==> config.mk <==
export PLATFORM = sky130hd
export DESIGN_NAME = load_store_unit
export DESIGN_NICKNAME = d
export VERILOG_FILES = /design/src/rtl/lsu_pkg.sv /design/src/rtl/lsu_align.sv /design/src/rtl/load_store_unit.sv
export SDC_FILE = /design/constraint.sdc
export NUM_CORES = 1
export LEC_CHECK = 0
export CAP_MARGIN = 10
export CORE_ASPECT_RATIO = 0.5
export CORE_UTILIZATION = 40
export CTS_CLUSTER_SIZE = 20
export DETAILED_ROUTE_END_ITERATION = 10
export PLACE_DENSITY = 0.89
export SKIP_CTS_REPAIR_TIMING = 1
export SLEW_MARGIN = 20
export SYNTH_ARGS = -nofsm -noshare
export SYNTH_HDL_FRONTEND = slang
export SYNTH_SLANG_ARGS = --single-unit
==> constraint.sdc <==
create_clock -name clk -period 2 [get_ports clk]
set_input_delay 0.2 -clock clk [delete_from_list [all_inputs] [get_ports clk]]
set_output_delay 0.2 -clock clk [all_outputs]
set_load 0.02 [all_outputs]
==> src/rtl/lsu_pkg.sv <==
// -----------------------------------------------------------------------------
// lsu_pkg
//   Shared definitions for the load/store unit:
//     - RV32I load/store funct3 encodings (F3_B/H/W/BU/HU)
//     - lsu_state_t FSM state enumeration
//     - helpers that classify an access and select the byte lanes a store
//       touches inside its 32-bit word
// -----------------------------------------------------------------------------
package lsu_pkg;

    localparam logic [2:0] F3_B  = 3'b000;
    localparam logic [2:0] F3_H  = 3'b001;
    localparam logic [2:0] F3_W  = 3'b010;
    localparam logic [2:0] F3_BU = 3'b100;
    localparam logic [2:0] F3_HU = 3'b101;

    typedef enum logic [2:0] {
        ST_IDLE,
        ST_LOAD,
        ST_RMW_RD,
        ST_WRITE,
        ST_RESP
    } lsu_state_t;

    function automatic logic f3_is_byte(input logic [2:0] f3);
        return (f3 == F3_B) || (f3 == F3_BU);
    endfunction

    function automatic logic f3_is_half(input logic [2:0] f3);
        return (f3 == F3_H) || (f3 == F3_HU);
    endfunction

    // Illegal funct3 for the direction, or an address not aligned to the
    // access size. Unsigned variants only exist for loads.
    function automatic logic access_fault(input logic       is_store,
                                          input logic [2:0] f3,
                                          input logic [1:0] addr_lo);
        logic legal;
        logic misaligned;
        case (f3)
            F3_B, F3_H, F3_W: legal = 1'b1;
            F3_BU, F3_HU:     legal = !is_store;
            default:          legal = 1'b0;
        endcase
        case (f3[1:0])
            2'b01:   misaligned = addr_lo[0];
            2'b10:   misaligned = |addr_lo;
            default: misaligned = 1'b0;
        endcase
        return !legal || misaligned;
    endfunction

    // True when byte lane 'lane' of the word is overwritten by a store.
    function automatic logic store_lane_sel(input logic [2:0] f3,
                                            input logic [1:0] addr_lo,
                                            input logic [1:0] lane);
        logic sel;
        if (f3_is_byte(f3)) begin
            sel = (addr_lo == lane);
        end else if (f3_is_half(f3)) begin
            sel = (addr_lo[1] == lane[1]);
        end else begin
            sel = 1'b1;
        end
        return sel;
    endfunction

endpackage

==> src/rtl/lsu_align.sv <==
// -----------------------------------------------------------------------------
// lsu_align
//   Purely combinational data-path helper for the load/store unit.
//   Ports:
//     funct3       in   access type
//     addr_lo      in   byte address bits [1:0]
//     load_raw     in   memory read data; for byte/half accesses the memory
//                       already presents the addressed byte/half in the low bits
//     store_old    in   current word read back during read-modify-write
//     store_data   in   store operand (rs2)
//     load_ext     out  sign/zero-extended load result
//     store_merged out  store_old with the addressed byte/half lanes replaced
// -----------------------------------------------------------------------------
module lsu_align
    import lsu_pkg::*;
(
    input  logic [2:0]  funct3,
    input  logic [1:0]  addr_lo,
    input  logic [31:0] load_raw,
    input  logic [31:0] store_old,
    input  logic [31:0] store_data,
    output logic [31:0] load_ext,
    output logic [31:0] store_merged
);

    always_comb begin
        load_ext = load_raw;
        case (funct3)
            F3_B:    load_ext = {{24{load_raw[7]}},  load_raw[7:0]};
            F3_H:    load_ext = {{16{load_raw[15]}}, load_raw[15:0]};
            F3_BU:   load_ext = {24'h0, load_raw[7:0]};
            F3_HU:   load_ext = {16'h0, load_raw[15:0]};
            default: load_ext = load_raw;
        endcase
    end

    // Each byte lane picks its source byte from the store operand: SB
    // replicates byte 0, SH maps the low half onto whichever half is
    // addressed, SW is a straight copy.
    generate
        for (genvar gi = 0; gi < 4; gi++) begin : g_lane
            logic [7:0] lane_src;
            assign lane_src = f3_is_byte(funct3) ? store_data[7:0] :
                              f3_is_half(funct3) ? store_data[8*(gi%2) +: 8] :
                                                   store_data[8*gi +: 8];
            assign store_merged[8*gi +: 8] =
                store_lane_sel(funct3, addr_lo, 2'(gi)) ? lane_src
                                                        : store_old[8*gi +: 8];
        end
    endgenerate

endmodule

==> src/rtl/load_store_unit.sv <==
// -----------------------------------------------------------------------------
// load_store_unit
//   Blocking, single-outstanding load/store initiator for data_memory.
//   Loads are extended here; SB/SH are done as read-modify-write because
//   the memory only writes whole words.
//   Ports:
//     clk, reset                 clock, synchronous active-high reset
//     req_valid/req_ready        request handshake (ready only when idle)
//     req_is_store, req_funct3,
//     req_addr, req_wdata        request payload, captured on accept
//     resp_valid                 one-cycle completion pulse
//     resp_rdata, resp_err       load result (0 for stores/errors), fault flag
//     mem_readAddr, mem_addr_byte,
//     mem_addr_half, mem_readData  memory read port (combinational read)
//     mem_writeAddr, mem_writeData,
//     mem_writeEn                memory word write port
//   Latency from accept to resp_valid: fault 1, load 2, SW 2, SB/SH 3.
// -----------------------------------------------------------------------------
module load_store_unit
    import lsu_pkg::*;
#(
    parameter int ADDR_WIDTH = 32,
    parameter int BIT_WIDTH  = 32
) (
    input  logic                  clk,
    input  logic                  reset,
    input  logic                  req_valid,
    output logic                  req_ready,
    input  logic                  req_is_store,
    input  logic [2:0]            req_funct3,
    input  logic [ADDR_WIDTH-1:0] req_addr,
    input  logic [BIT_WIDTH-1:0]  req_wdata,
    output logic                  resp_valid,
    output logic [BIT_WIDTH-1:0]  resp_rdata,
    output logic                  resp_err,
    output logic [ADDR_WIDTH-1:0] mem_readAddr,
    output logic [ADDR_WIDTH-1:0] mem_writeAddr,
    output logic [BIT_WIDTH-1:0]  mem_writeData,
    output logic                  mem_writeEn,
    output logic                  mem_addr_byte,
    output logic                  mem_addr_half,
    input  logic [BIT_WIDTH-1:0]  mem_readData
);

    generate
        if (BIT_WIDTH != 32) begin : g_bad_width
            $error("load_store_unit: only BIT_WIDTH=32 is supported");
        end
    endgenerate

    lsu_state_t            state_reg;
    lsu_state_t            state_next;
    logic [ADDR_WIDTH-1:0] addr_reg;
    logic [2:0]            funct3_reg;
    logic                  is_store_reg;
    logic                  err_reg;
    // Holds store data on accept, the merged word after RMW_RD, and the
    // extended load result after LOAD.
    logic [BIT_WIDTH-1:0]  data_reg;

    logic                  accept;
    logic                  write_state;
    logic [31:0]           load_ext;
    logic [31:0]           store_merged;

    assign accept = req_valid && (state_reg == ST_IDLE);

    lsu_align u_align (
        .funct3       (funct3_reg),
        .addr_lo      (addr_reg[1:0]),
        .load_raw     (mem_readData),
        .store_old    (mem_readData),
        .store_data   (data_reg),
        .load_ext     (load_ext),
        .store_merged (store_merged)
    );

    always_ff @(posedge clk) begin
        if (reset) begin
            state_reg    <= ST_IDLE;
            addr_reg     <= '0;
            funct3_reg   <= '0;
            is_store_reg <= 1'b0;
            err_reg      <= 1'b0;
            data_reg     <= '0;
        end else begin
            state_reg <= state_next;
            case (state_reg)
                ST_IDLE: begin
                    if (accept) begin
                        addr_reg     <= req_addr;
                        funct3_reg   <= req_funct3;
                        is_store_reg <= req_is_store;
                        data_reg     <= req_wdata;
                        err_reg      <= access_fault(req_is_store, req_funct3,
                                                     req_addr[1:0]);
                    end
                end
                ST_LOAD:   data_reg <= load_ext;
                ST_RMW_RD: data_reg <= store_merged;
                default: ;
            endcase
        end
    end

    always_comb begin
        state_next    = state_reg;
        req_ready     = 1'b0;
        resp_valid    = 1'b0;
        write_state   = 1'b0;
        mem_readAddr  = addr_reg;
        mem_addr_byte = 1'b0;
        mem_addr_half = 1'b0;
        case (state_reg)
            ST_IDLE: begin
                req_ready = 1'b1;
                if (req_valid) begin
                    if (access_fault(req_is_store, req_funct3, req_addr[1:0])) begin
                        state_next = ST_RESP;
                    end else if (!req_is_store) begin
                        state_next = ST_LOAD;
                    end else if (req_funct3 == F3_W) begin
                        state_next = ST_WRITE;
                    end else begin
                        state_next = ST_RMW_RD;
                    end
                end
            end
            ST_LOAD: begin
                mem_addr_byte = f3_is_byte(funct3_reg);
                mem_addr_half = f3_is_half(funct3_reg);
                state_next    = ST_RESP;
            end
            // Full-word read of the target word; flags stay low.
            ST_RMW_RD: state_next = ST_WRITE;
            ST_WRITE: begin
                write_state = 1'b1;
                state_next  = ST_RESP;
            end
            ST_RESP: begin
                resp_valid = !reset;
                state_next = ST_IDLE;
            end
            default: state_next = ST_IDLE;
        endcase
    end

    assign mem_writeAddr = {addr_reg[ADDR_WIDTH-1:2], 2'b00};
    assign mem_writeData = data_reg;
    // Gated by reset so a write already in its WRITE cycle is dropped.
    assign mem_writeEn   = write_state && !reset;

    assign resp_rdata = (resp_valid && !is_store_reg && !err_reg) ? data_reg : '0;
    assign resp_err   = resp_valid && err_reg;

endmodule
==> flow_metrics.tcl, run 1 <==
set metrics [dict create \
    outcome "finished, violations left" \
    violations "negative setup slack" \
    path_max_fanout 8 \
    finalWorstSetupSlack_ns -0.0173 \
    port_buffers 234 \
    min_from "reset" \
    grt_pass1_wl_mm 23.7 \
    synth_edf_count 0 \
    cts-root-buf "clkbuf_16" \
    synth_area_leader_cell "dfxtp_1" \
    path_clk_slew_ns 0.06 \
    ios 237 \
    gr-total-overflow 0 \
    skew_ns 0.00838 \
    hold_path_depth 4 \
    path_common_cell "buf_6" \
    core_um2 10500 \
    slew_violations 0 \
    r2r-start "state_reg[0]" \
    start_kind "flip-flop" \
    synthCells 547 \
    worst_pin_slew_ns 0.821 \
    grt_max_degree 72 \
    synthFlopType "dfxtp_1" \
    post-route-period-util_pct 101 \
    num_antenna_cells 0 \
    avgSynthCellArea_um2 8.07 \
    drt-total-wl_mm 16.4 \
    drive_gt1_share_pct 21.0 \
    n_fill_cell 734 \
    yosys.area.top_type_share_pct 32.7 \
    clk_latency_ns 0.34 \
    cp_slowest_cell "dfxtp_2" \
    synth_area_um2 4410 \
    fin_util_pct 69.4 \
    reg2reg_depth 7 \
    p_per_area_nw_per_um2 724 \
    place.gp.congestion 0.872 \
    drt-initial-drc-count 438 \
    startpoint "state_reg[1]" \
    ys_seq_area_share_pct 32.7 \
    crit_type "reg -> out" \
    dr.pass1.iters 8 \
    ys_ff_latch 72 \
    holdWs_ns 0.277 \
    p_leak_nw 2.86 \
    hold_class "in -> reg" \
    yosys_warnings 0 \
    die_x_um 151 \
    cts_tree "done" \
    antenna_found_initial 0 \
    final_nets 858 \
    grt_pass1_vias 4674 \
    crit_arrival_ns 1.82 \
    die_h_um 76.3 \
    yosysUniqueCellTypes 47 \
    end_kind "output port" \
    initial_core_util_pct 42.1 \
    finalSetupViolCount 14 \
    fin_setup_tns_ns -0.0748 \
    totalPowerFinal_mw 5.26 \
    cp_cell_sequence "nor4b_4 -> nor3b_4 -> buf_6 -> buf_12 -> and2_1 -> buf_6" \
    dieArea_um2 11500 \
    wl_per_cell_um 18.3 \
    rsz0062_at_grt "true" \
    viasPerCell 5.50 \
    num_rows 26 \
    clkSinkCount 72 \
    ys_async_sr_fraction_pct 0 \
    period_minus_slack_ns 2.02 \
    clockBufferDepth 2 \
    slew_headroom_pct 45.2 \
    vias 4937 \
    fmax_ghz 0.496 \
    synthTopCellsByArea "dfxtp_1 33%, nand2_1 7.7%, a21oi_1 7.1%, buf_4 6.0%, and2_1 4.8%" \
    drc 0 \
    drtAntennaViolNets 0 \
    required_ns 1.80 \
    peakVddDrop_uv 480 \
    track_usage_pct 26.3 \
    area_growth_pct 64.6 \
    final_hold_viol_count 0 \
    dp_hpwl_mm 11.1 \
    max_stage_delay_ns 0.33 \
    drv_cap 0 \
    cts_buffers 9 \
    h-tree-depth 3 \
]
-- area by class of cell --
class | count | area (um^2) | share of cell area (%)
repair buffers | 268 | 2770 | 38.1
multi-input cells | 396 | 2560 | 35.3
flip-flops and latches | 72 | 1440 | 19.9
clock buffers | 10 | 229 | 3.15
well taps | 140 | 175 | 2.41
clock inverters | 6 | 68.8 | 0.947
inverters | 5 | 18.8 | 0.258
-- cells in the mapped netlist, drive strengths merged (4+ instances only) --
master   n
nand2   91
dfxtp   72
a21oi   66
buf     53
nor2    37
and2    34
o21ai   33
clkbuf  22
a211oi  18
mux2    17
a311oi  16
o21bai  10
a221oi   9
nand3    9
mux2i    8
nor2b    8
o211ai   8
inv      5
nor3     4
-- critical path: cells and delay by family (launching register included) --
kind | cells | cell delay, ns
flops | 1 | 0.33
simple gates | 3 | 0.71
buf+inv | 3 | 0.42
-- final timing paths --
path / end / slack [ns]
max: resp_rdata[0] / -0.02
min reg2reg: funct3_reg[2] / 0.46
max reg2reg: mem_writeData[19] / 0.05
min: state_reg[2] / 0.28
-- power breakdown --
group          leakage (nW)  internal [mW]  switching (mW)
clock                 0.143          0.973           0.668
combinational          2.12          0.923           0.943
sequential            0.595           1.59           0.167
total                  2.86           3.49            1.78
-- per-layer routing --
metal | wire, um | global-route usage (%) | vias to the layer above | part of all wire, %
met5 | 0 | 0 | - | 0
met4 | 638 | 12.2 | 0 | 3.9
met3 | 1470 | 7.84 | 60 | 8.9
met2 | 7930 | 45.3 | 257 | 48
met1 | 6370 | 29.9 | 2331 | 39
li1 | - | - | 2289 | -
-- layout by cell type (no fill, tap or decap), types with 6 or more instances in the layout --
| master | instances |
|---|---|
| a211oi_2 | 9 |
| mux2i_1 | 8 |
| buf_12 | 6 |
| a311oi_1 | 16 |
| nand2_1 | 91 |
| o211ai_1 | 8 |
| buf_4 | 23 |
| nand3_1 | 9 |
| o21bai_1 | 10 |
| o21ai_1 | 10 |
| mux2_4 | 8 |
| buf_6 | 35 |
| o21ai_0 | 23 |
| clkbuf_16 | 11 |
| nor2b_1 | 8 |
| a221oi_2 | 8 |
| clkdlybuf4s50_1 | 196 |
| a21oi_1 | 63 |
| mux2_2 | 9 |
| a211oi_1 | 9 |
| nor2_1 | 35 |
| and2_4 | 27 |
| and2_1 | 7 |
| dfxtp_1 | 70 |
-- per-stage QoR --
| stage | setup WS [ns] | instances | instance area, um^2 |
|---|---|---|---|
| after floorplan | 0.125 | 548 | 4420 |
| after global placement | 0.00123 | 876 | 6740 |
| after detailed placement | -0.0910 | 876 | 6740 |
| after CTS | -0.463 | 892 | 7040 |
| after global routing | -0.0862 | 897 | 7270 |
| final | -0.0173 | 897 | 7270 |
-- cells by family after synthesis --
kind of cell / share of synthesized area, %
buf+inv: 11.1
other cells: 0.0850
mux: 6.83
flops: 32.7
xor+xnor: 0.198
compound gates: 26.4
fa+ha+maj: 0.850
simple gates: 21.8
(Power assumes the default switching activity.)
==> run 2: changes to the inputs <==
--- a/config.mk
+++ b/config.mk
@@ -7,11 +7,11 @@
 export LEC_CHECK = 0
 export CAP_MARGIN = 10
 export CORE_ASPECT_RATIO = 0.5
-export CORE_UTILIZATION = 40
+export CORE_UTILIZATION = 41
+export CTS_BUF_LIST = sky130_fd_sc_hd__clkbuf_8
 export CTS_CLUSTER_SIZE = 20
 export DETAILED_ROUTE_END_ITERATION = 10
-export PLACE_DENSITY = 0.89
-export SKIP_CTS_REPAIR_TIMING = 1
+export PLACE_DENSITY = 0.91
 export SLEW_MARGIN = 20
 export SYNTH_ARGS = -nofsm -noshare
 export SYNTH_HDL_FRONTEND = slang
==> constraint.sdc (replaced) <==
create_clock -name clk -period 1.9 [get_ports clk]
set_input_delay 0.19 -clock clk [delete_from_list [all_inputs] [get_ports clk]]
set_output_delay 0.19 -clock clk [all_outputs]
set_load 0.02 [all_outputs]
==> run 2 against run 1 <==
  * The run still ends with negative setup slack left
  * Critical path depth did not move
  * First-iteration DRC count increased by 58%
  * Combinational power is 10% higher
  * Global-route usage grew 1.6 points
  * Sequential cell count is the same
  * Wire length is 11% higher
  * Setup slack worse by 0.26 ns
  * Sequential power increased by 6%
  * Cell count grew 1.1%
  * Power shrank 0.32%
  * Non-clock buffer count up 8
  * Clock skew is 0.0057 ns higher
==> flow_metrics.tcl, run 2 (synthesis gave the netlist of run 1 again) <==
set metrics [dict create \
    wl_per_cell_um 20.1 \
    ios 237 \
    drc 0 \
    p_per_area_nw_per_um2 732 \
    wl_met3_mm 1.88 \
    hold_class "in -> reg" \
    highest_layer "met4" \
    dp_cells 881 \
    slew_headroom_pct 44.3 \
    cp_cell_sequence "nor4b_4 -> nor3b_4 -> buf_6 -> clkbuf_16 -> and2_1 -> buf_6" \
    antenna_found_initial 0 \
    r2r-start "state_reg[0]" \
    hold_path_depth 4 \
    hold_buffers 0 \
    drv_cap 0 \
    end_kind "output port" \
    drt-initial-drc-count 692 \
    num_rows 26 \
    final_cell_area_um2 7160 \
    drtAntennaViolNets 0 \
    final_hold_viol_count 0 \
    viasPerCell 5.88 \
    max_stage_delay_ns 0.36 \
    port_buffers 234 \
    cts_tree "done" \
    h-tree-depth 3 \
    dp_hpwl_mm 11.5 \
    die_h_um 75.4 \
    met2WireLength_mm 8.59 \
    path_max_fanout 15 \
    skew_ns 0.0141 \
    path_delay_family "simple AND/OR/NAND/NOR gates" \
    finalWorstSetupSlack_ns -0.276 \
    drt-total-wl_mm 18.2 \
    outcome "finished, violations left" \
    clk_latency_ns 0.37 \
    n_fill_cell 694 \
    grt_pass1_vias 4696 \
    layout_commonest_cell "clkdlybuf4s50_1" \
    reg2reg_to "mem_writeData[12]" \
    cp_slowest_cell "dfxtp_2" \
    final_nets 868 \
    die_x_um 149 \
    period_minus_slack_ns 2.18 \
    gr-total-overflow 0 \
    num_antenna_cells 0 \
    dr.pass1.iters 5 \
    post-route-period-util_pct 115 \
    regArea_um2 1440 \
    violations "negative setup slack" \
    cts_buffers 9 \
    track_usage_pct 28.0 \
    finalSetupViolCount 48 \
    vias 5334 \
    final_cell_mix "195 x clkdlybuf4s50_1, 91 x nand2_1, 71 x dfxtp_1, 62 x a21oi_1, 45 x buf_4" \
    multi_input_area_um2 2570 \
    r2r_setup_slack_ns -0.05 \
    min_from "reset" \
    area_growth_pct 62.3 \
    wl_met1_mm 6.77 \
    drive_gt1_share_pct 19.9 \
    required_ns 1.71 \
    p_leak_nw 2.77 \
    worst_pin_slew_ns 0.836 \
    path_common_cell "buf_6" \
    initial_core_util_pct 42.7 \
    fmax_ghz 0.460 \
    cts-root-buf "clkbuf_8" \
    clkSinkCount 72 \
    grt_pass1_wl_mm 24.4 \
    crit_arrival_ns 1.99 \
    core_um2 10300 \
    place.gp.congestion 0.857 \
    rsz0062_at_grt "true" \
    grt_max_degree 72 \
    hold_end "state_reg[2]" \
    slew_violations 0 \
    dieArea_um2 11200 \
    peakVddDrop_uv 417 \
    path_clk_slew_ns 0.09 \
    clockBufferDepth 2 \
    crit_type "reg -> out" \
    path_buf_inv 3 \
    reg2reg_depth 6 \
    stdcell_count 907 \
    start_kind "flip-flop" \
    totalPowerFinal_mw 5.25 \
    place_area_um2 6810 \
]
==> run 2: cell types whose count changed in the layout (fill, tap and decap cells not counted), sizes merged <==
cell | before | now
buf | 65 | 76
clkbuf | 12 | 14
clkdlybuf4s50 | 196 | 195
clkinv | 3 | 2
dlygate4sd1 | 0 | 1
dlygate4sd2 | 0 | 1
dlymetal6s2s | 5 | 0
nor2 | 37 | 38
o21a | 3 | 4
==> run 2: power breakdown <==
part | leakage, nW | switching [mW] | internal (mW)
registers | 0.595 | 0.186 | 1.67
clock network | 0.106 | 0.640 | 0.687
logic | 2.07 | 1.06 | 1.00
total | 2.77 | 1.89 | 3.36
==> run 2: worst max path at each step <==
stage | start | to | cells past startpoint
after floorplan | state_reg[0] | resp_rdata[10] | 5
after global placement | state_reg[0] | resp_rdata[3] | 5
after detailed placement | state_reg[0] | resp_rdata[0] | 5
after CTS | state_reg[1] | resp_rdata[12] | 6
after global routing | state_reg[1] | resp_rdata[8] | 6
final | state_reg[1] | resp_rdata[8] | 6
==> run 2: through the flow <==
| step | hold WS [ns] | util, % | setup TNS [ns] | setup WS, ns |
|---|---|---|---|---|
| final | 0.287 | 69.3 | -8.02 | -0.276 |
| after global routing | 0.289 | 69.3 | -11.73 | -0.275 |
| after CTS | 0.233 | 68.0 | -3.27 | -0.133 |
| after detailed placement | 0.465 | 65.8 | -6.28 | -0.221 |
| after global placement | 0.448 | 65.8 | -2.62 | -0.0855 |
| after floorplan | 0.326 | - | 0 | 0.0350 |
==> run 2: worst min-delay path: cells and delay by family <==
kind | cells | cell delay, ns
AO/OA/AOI/OAI | 1 | 0.10
AND/OR/NAND/NOR | 1 | 0.05
buffers and inverters | 2 | 0.28
==> run 2: timing repair <==
item | 4_1_cts | 5_1_grt
pin swaps | 1 | 4
gates cloned | 0 | 3
setup endpoints to repair | 39 | 65
setup buffers | 2 | 6
resized for setup | 199 | 17
==> run 2: final cells by class <==
| type | instances | share of cell area [%] |
|---|---|---|
| Sequential cell | 72 | 20.1 |
| Clock buffer | 11 | 2.11 |
| Multi-Input combinational cell | 398 | 35.9 |
| Inverter | 5 | 0.262 |
| Timing Repair Buffer | 276 | 38.2 |
| Tap cell | 140 | 2.44 |
| Clock inverter | 5 | 0.891 |
==> run 2: layer usage <==
metal | GRT usage (%) | up-vias
met4 | 12.9 | 0
met2 | 49.8 | 426
li1 | - | 2312
met1 | 33.0 | 2485
met3 | 6.71 | 111
met5 | 0 | -
==> run 3: changes to the inputs <==
--- a/config.mk
+++ b/config.mk
@@ -11,6 +11,7 @@
 export CTS_BUF_LIST = sky130_fd_sc_hd__clkbuf_8
 export CTS_CLUSTER_SIZE = 20
 export DETAILED_ROUTE_END_ITERATION = 10
+export GPL_ROUTABILITY_DRIVEN = 0
 export PLACE_DENSITY = 0.91
 export SLEW_MARGIN = 20
 export SYNTH_ARGS = -nofsm -noshare
==> results of run 3 <==
No change in the layout: final DEF, timing and power equal those of run 2.
